===== src/rtl/if_pkg.sv =====
// Shared types and constants for the instruction fetch unit.
package if_pkg;

    // Slot PC storage is sized for the widest supported XLEN; narrower PCs are zero-extended.
    localparam int unsigned SLOT_XLEN = 64;
    localparam int unsigned INSTR_W   = 32;

    localparam logic [INSTR_W-1:0] NOP_INSTR = 32'h0000_0013;

    typedef struct packed {
        logic [SLOT_XLEN-1:0] pc;
        logic [INSTR_W-1:0]   instr;
        logic                 filled;
    } fetch_slot_t;

    typedef enum logic [1:0] {
        REDIR_NONE,
        REDIR_JAL,
        REDIR_EX
    } redirect_src_e;

endpackage


===== src/rtl/if_fetch_queue.sv =====
// In-order fetch slot queue: slots are allocated at request grant, filled on response, popped to ID.
module if_fetch_queue
    import if_pkg::*;
#(
    parameter int unsigned XLEN  = 32,
    parameter int unsigned DEPTH = 4
) (
    input  logic                     clk,
    input  logic                     rst,
    input  logic                     flush,
    input  logic                     alloc,
    input  logic [XLEN-1:0]          alloc_pc,
    input  logic                     fill,
    input  logic [INSTR_W-1:0]       fill_instr,
    input  logic                     pop,
    output logic                     head_filled_c,
    output logic [INSTR_W-1:0]       head_instr_c,
    output logic [XLEN-1:0]          head_pc_c,
    output logic [$clog2(DEPTH):0]   count,
    output logic [$clog2(DEPTH):0]   pending
);

    localparam int unsigned PTR_W = $clog2(DEPTH);
    localparam int unsigned CNT_W = PTR_W + 1;

    fetch_slot_t      slots [DEPTH];
    fetch_slot_t      head_slot_c;
    logic [PTR_W-1:0] head;
    logic [PTR_W-1:0] fill_ptr;
    logic [PTR_W-1:0] tail;

    // Slot state and pointers; flush frees every slot so nothing stale can reach the head.
    always_ff @(posedge clk or posedge rst) begin
        if (rst) begin
            head     <= '0;
            fill_ptr <= '0;
            tail     <= '0;
            count    <= '0;
            pending  <= '0;
            for (int i = 0; i < int'(DEPTH); i++) begin
                slots[i] <= '0;
            end
        end else if (flush) begin
            head     <= tail;
            fill_ptr <= tail;
            count    <= '0;
            pending  <= '0;
            for (int i = 0; i < int'(DEPTH); i++) begin
                slots[i].filled <= 1'b0;
                slots[i].instr  <= NOP_INSTR;
            end
        end else begin
            if (alloc) begin
                slots[tail].pc     <= SLOT_XLEN'(alloc_pc);
                slots[tail].filled <= 1'b0;
                tail               <= tail + PTR_W'(1);
            end
            if (fill) begin
                slots[fill_ptr].instr  <= fill_instr;
                slots[fill_ptr].filled <= 1'b1;
                fill_ptr               <= fill_ptr + PTR_W'(1);
            end
            // Popped slots are cleared so an empty queue never shows a filled head.
            if (pop) begin
                slots[head].filled <= 1'b0;
                head               <= head + PTR_W'(1);
            end
            count   <= count + CNT_W'(alloc) - CNT_W'(pop);
            pending <= pending + CNT_W'(alloc) - CNT_W'(fill);
        end
    end

    always_comb begin
        head_slot_c   = slots[head];
        head_filled_c = head_slot_c.filled;
        head_instr_c  = head_slot_c.instr;
        head_pc_c     = XLEN'(head_slot_c.pc);
    end

endmodule


===== src/rtl/if_fetch_unit.sv =====
// Pipelined instruction fetch: issues imem requests, buffers in-order responses and resolves redirects.
module if_fetch_unit
    import if_pkg::*;
#(
    parameter int unsigned     XLEN        = 32,
    parameter logic [XLEN-1:0] RESET_PC    = '0,
    parameter int unsigned     FETCH_DEPTH = 4
) (
    input  logic               clk,
    input  logic               rst,
    input  logic               ex_redirect_i,
    input  logic [XLEN-1:0]    ex_target_i,
    input  logic               id_jal_i,
    input  logic [XLEN-1:0]    id_jal_target_i,
    output logic               imem_req_o,
    output logic [XLEN-1:0]    imem_addr_o,
    input  logic               imem_gnt_i,
    input  logic               imem_rvalid_i,
    input  logic [31:0]        imem_rdata_i,
    output logic               instr_valid_o,
    input  logic               instr_ready_i,
    output logic [31:0]        instr_o,
    output logic [XLEN-1:0]    instr_pc_o,
    output logic [XLEN-1:0]    instr_pc_plus4_o
);

    localparam int unsigned CNT_W = $clog2(FETCH_DEPTH) + 1;

    logic [XLEN-1:0]    fetch_pc;
    logic [CNT_W-1:0]   drop_cnt;
    logic [CNT_W-1:0]   count;
    logic [CNT_W-1:0]   pending;
    redirect_src_e      src_c;
    logic               redirect_c;
    logic [XLEN-1:0]    target_c;
    logic               credit_c;
    logic               alloc_c;
    logic               fill_c;
    logic               pop_c;
    logic               head_filled_c;
    logic [INSTR_W-1:0] head_instr_c;
    logic [XLEN-1:0]    head_pc_c;

    // Redirect select: EX is older than ID, so it wins; targets are forced word-aligned.
    always_comb begin
        src_c    = REDIR_NONE;
        target_c = '0;
        if (ex_redirect_i) begin
            src_c = REDIR_EX;
        end else if (id_jal_i) begin
            src_c = REDIR_JAL;
        end
        case (src_c)
            REDIR_EX:  target_c = {ex_target_i[XLEN-1:2], 2'b00};
            REDIR_JAL: target_c = {id_jal_target_i[XLEN-1:2], 2'b00};
            default:   target_c = '0;
        endcase
    end

    assign redirect_c = (src_c != REDIR_NONE);

    // Stale in-flight responses still occupy a credit until they come back.
    assign credit_c   = ((CNT_W+1)'(count) + (CNT_W+1)'(drop_cnt)) < (CNT_W+1)'(FETCH_DEPTH);
    assign imem_req_o = !rst && !redirect_c && credit_c;
    assign imem_addr_o = fetch_pc;

    assign alloc_c = imem_req_o && imem_gnt_i;
    assign fill_c  = imem_rvalid_i && !redirect_c && (drop_cnt == '0);

    assign instr_valid_o    = head_filled_c && !redirect_c;
    assign pop_c            = instr_valid_o && instr_ready_i;
    assign instr_o          = head_instr_c;
    assign instr_pc_o       = head_pc_c;
    assign instr_pc_plus4_o = head_filled_c ? head_pc_c + XLEN'(4) : '0;

    // Fetch PC and count of responses owed to already-flushed slots.
    always_ff @(posedge clk or posedge rst) begin
        if (rst) begin
            fetch_pc <= RESET_PC;
            drop_cnt <= '0;
        end else if (redirect_c) begin
            fetch_pc <= target_c;
            drop_cnt <= drop_cnt + pending - CNT_W'(imem_rvalid_i);
        end else begin
            if (alloc_c) begin
                fetch_pc <= fetch_pc + XLEN'(4);
            end
            if (imem_rvalid_i && (drop_cnt != '0)) begin
                drop_cnt <= drop_cnt - CNT_W'(1);
            end
        end
    end

    if_fetch_queue #(
        .XLEN  (XLEN),
        .DEPTH (FETCH_DEPTH)
    ) u_queue (
        .clk           (clk),
        .rst           (rst),
        .flush         (redirect_c),
        .alloc         (alloc_c),
        .alloc_pc      (fetch_pc),
        .fill          (fill_c),
        .fill_instr    (imem_rdata_i),
        .pop           (pop_c),
        .head_filled_c (head_filled_c),
        .head_instr_c  (head_instr_c),
        .head_pc_c     (head_pc_c),
        .count         (count),
        .pending       (pending)
    );

    // Every response must belong to either a dropped request or an unfilled slot.
    rvalid_has_owner: assert property (@(posedge clk) disable iff (rst)
        imem_rvalid_i |-> ((drop_cnt != '0) || (pending != '0)));

endmodule


===== config.mk =====
export PLATFORM = sky130hd
export DESIGN_NAME = if_fetch_unit
export DESIGN_NICKNAME = d
export VERILOG_FILES = /design/src/rtl/if_pkg.sv /design/src/rtl/if_fetch_queue.sv /design/src/rtl/if_fetch_unit.sv
export SDC_FILE = /design/constraint.sdc
export NUM_CORES = 1
export LEC_CHECK = 0
export ABC_AREA = 1
export BUFFER_PORTS_ARGS = -buffer_cell sky130_fd_sc_hd__clkbuf_2
export CAP_MARGIN = 20
export CORE_ASPECT_RATIO = 0.8
export CORE_UTILIZATION = 35
export DETAILED_ROUTE_END_ITERATION = 10
export GPL_TIMING_DRIVEN = 0
export PLACE_DENSITY = 0.56
export SLEW_MARGIN = 20
export SYNTH_ARGS = -nofsm -noshare
export SYNTH_HDL_FRONTEND = slang
export SYNTH_HIERARCHICAL = 1
export SYNTH_SLANG_ARGS = --single-unit

===== constraint.sdc =====
create_clock -name clk -period 11.8 [get_ports clk]
set_clock_uncertainty 0.15 [all_clocks]
set_input_delay 1.77 -clock clk [delete_from_list [all_inputs] [get_ports clk]]
set_output_delay 1.77 -clock clk [all_outputs]
set_load 0.02 [all_outputs]

==> results.toml <==
[final_layout]
nets = 2550
fillers = 4843
drive_gt1_frac = 0.1801
syn_to_final_growth_pct = 18.31
antenna_cells = 0
seqCellArea_sq_um = 7632
multi_input_area_sq_um = 7412

[die]
core_area_sq_um = 47170
dieHeight_microns = 198.0
ioPinCount = 233
rows = 71
die-area_sq_um = 48930
start_util = 0.3564
die_x_microns = 247.1

[power_and_ir_drop]
p_per_area_nw_per_um2 = 198.5
p_seq_frac = 0.304
pwr-share-clk = 0.271
ir_worst_vdd_uv = 88.51
p_int_mw = 2.190
pwr-share-comb = 0.425
swShare = 0.4452
leakage_nw = 9.851
switchingPower_mw = 1.758
total_power_mw = 3.948

[sta]
worst_pin_slew_ns = 1.043
fmax_mhz = 158.7
worst_slack_ns = 5.500
holdWs_ns = 0.3311
rsz0062_at_grt = "false"
post-route-period-util = 0.5339
slew_viol_final = 0
setup_viol = 0
hold_viol = 0
relSlewSlack = 0.3047
period_minus_slack_ns = 6.300

[logic_synthesis]
yosysSeqAreaShare = 0.4539
yosysWarnings = 6
synth-edff-count = 0
syn-instance-count = 2151
synthArstFlopShare = 1.000
synth_area_sq_um = 16810
ys.flop_type = "dfrtp_1"
syn_area_per_cell_sq_um = 7.817
post_synth_num_cell_types = 46
synth-seq-cells = 305

[status]
status = "finished, violations left"
violations = "design-rule violations"

[worst_setup_path]
cp-start-kind = "flop"
r2r_end = "u_queue/count[2]"
path_max_fanout = 10
critPathKind = "reg -> out"
rrSetupSlack_ns = 8.01
reg2reg_from = "u_queue/head[1]"
r2r_cells = 14
cp-end-kind = "primary output"
arrival_ns = 4.38
critPathRequiredTime_ns = 9.88

[global_route]
grt_max_degree = 101
grt_first_pass_wirelength_mm = 95.79
grt_pass1_vias = 15450
antenna_found_initial = 0
grt_usage = 0.2612
grt_overflow = 0

[cts]
cts_tree = "done"
clock_path_buffers = 3
cts_resized = 0
cts_hold_buffers = 0
cts.root.buffer_cell = "clkbuf_16"
htree_levels = 2
cts.sinks = 305
cts_setup_buffers = 0
cts-buffers-inserted = 35
clk_pin_slew_worst_paths_ns = 0.05
insertion_delay_ns = 0.52

[worst_hold_path]
hp-class = "reg -> reg"
min_from = "u_queue/slots[150]"
whs_endpoint = "u_queue/slots[150]"
min_path_cells = 2

[drt]
drtPass1Iterations = 8
drt_iter0_drc = 1571
num_vias = 16130
wl_per_cell_microns = 20.91
drc = 20
drt-total-wl_mm = 63.93
via_per_inst = 5.273
ant_nets = 0

[placed_design]
place.detailed.hpwl_mm = 46.74
preCtsSetupSlack_ns = 6.135
routabilityCongestion = 0.8912
numPortBuffers = 226

[job]
max_cap_violations = 0
## area by class of cell
cell class,instances,area share
buffer,121,0.03956
clock buffer,50,0.05044
clock inverter,6,0.004780
inverter,264,0.05032
multi-input combinational,1464,0.3726
sequential,305,0.3837
tap,620,0.03900
timing repair buffer,228,0.05963
## sequential cells by signal, summed over array words and instances, names as in the netlist
register,count
drop_cnt,3
imem_addr_o,30
u_queue/count,3
u_queue/fill_ptr,2
u_queue/head,2
u_queue/pending,3
u_queue/slots,260
u_queue/tail,2
## logic make-up (layout without fill, tap and decap cells)
family / Yosys count / count (layout) / share of synthesized area
AO/OA/AOI/OAI: 484 / 484 / 0.1805
XOR/XNOR: 10 / 10 / 0.005209
adder cells (fa/ha/maj): 28 / 28 / 0.02218
buffers and inverters: 385 / 669 / 0.1059
flip-flops: 305 / 305 / 0.4539
other: 1 / 4 / 0.0002230
AND/OR/NAND/NOR: 938 / 938 / 0.2321
## stage by stage
| stage | util | setup TNS [ns] | std cells | area [sq um] |
|---|---|---|---|---|
| after floorplan | - | 0 | 2154 | 16820 |
| after global placement | 0.3971 | -265.57 | 3000 | 18730 |
| after detailed placement | 0.3984 | 0 | 3002 | 18790 |
| after CTS | 0.4217 | 0 | 3058 | 19890 |
| after global routing | 0.4217 | 0 | 3058 | 19890 |
| final | 0.4217 | 0 | 3058 | 19890 |
## synthesized netlist by cell type (all sizes together), types with 4 or more instances
| cell type | number | area, sq um |
|---|---|---|
| clkbuf | 32 | 160.1 |
| nor3 | 13 | 76.33 |
| buf | 89 | 626.8 |
| a22oi | 4 | 30.03 |
| xnor2 | 5 | 43.79 |
| inv | 262 | 985.9 |
| a22o | 22 | 192.7 |
| o211ai | 121 | 908.4 |
| ha | 25 | 312.8 |
| xor2 | 5 | 43.79 |
| dfrtp | 305 | 7632 |
| nand3 | 121 | 610.6 |
| a31oi | 4 | 25.02 |
| o21ai | 226 | 1277 |
| a21oi | 63 | 315.3 |
| nand4 | 4 | 25.02 |
| nor2 | 176 | 757.0 |
| o22ai | 36 | 225.2 |
| nand2 | 616 | 2380 |
## metal layers
| metal | GRT usage | vias up | wire (microns) |
|---|---|---|---|
| li1 | - | 7546 | - |
| met3 | 0.04663 | 80 | 5215 |
| met5 | 0 | - | 0 |
| met2 | 0.3867 | 662 | 27540 |
| met1 | 0.3898 | 7838 | 29940 |
| met4 | 0.06470 | 0 | 1241 |
## worst max path at each step
stage | cells after the start | to | start
5_1_grt | 12 | instr_pc_plus4_o[18] | u_queue/head[1]
3_5_place_dp | 12 | instr_pc_plus4_o[18] | u_queue/head[1]
4_1_cts | 12 | instr_pc_plus4_o[18] | u_queue/head[1]
2_1_floorplan | 1 | u_queue/count[0] | rst
3_3_place_gp | 2 | u_queue/slots[313] | rst
6_report | 12 | instr_pc_plus4_o[18] | u_queue/head[1]
## power by group through the flow
stage / sequential [mW] / clock (mW) / combinational (mW)
global placement: 1.22 / 0 / 1.65
detailed placement: 1.22 / 0 / 1.66
global route: 1.21 / 1.13 / 1.80
finish: 1.20 / 1.07 / 1.68
floorplan: 1.21 / 0 / 0.967
CTS: 1.20 / 1.09 / 1.66
## cell usage in the layout, fill, tap and decap left out, types with 10 or more instances in the layout
cell type,Yosys,final
nand2_1,603,603
dfrtp_1,305,305
inv_1,258,256
clkbuf_2,0,226
nor2_1,157,157
o211ai_1,121,121
nand3_1,120,120
o21ai_1,96,96
o21ai_0,91,91
a21oi_1,63,63
o21ai_2,39,39
clkbuf_1,28,37
buf_2,36,36
clkbuf_16,0,36
o22ai_1,36,36
ha_1,25,25
buf_6,23,23
a22o_1,22,22
buf_4,20,20
nor3_1,12,12
nor2_2,11,11
buf_1,10,10
## worst max-delay path, stage by stage, from the launching register on
cell,delay [ns]
dfrtp_1,0.36
buf_2,0.29
buf_1,0.73
o211ai_1,0.20
nand2_1,0.45
ha_1,0.36
nand2_1,0.12
nor2_1,0.38
inv_2,0.11
nor3_4,0.24
a31oi_1,0.17
a21oi_1,0.22
clkbuf_2,0.21
Note: power is estimated with default switching activity, not from simulation.
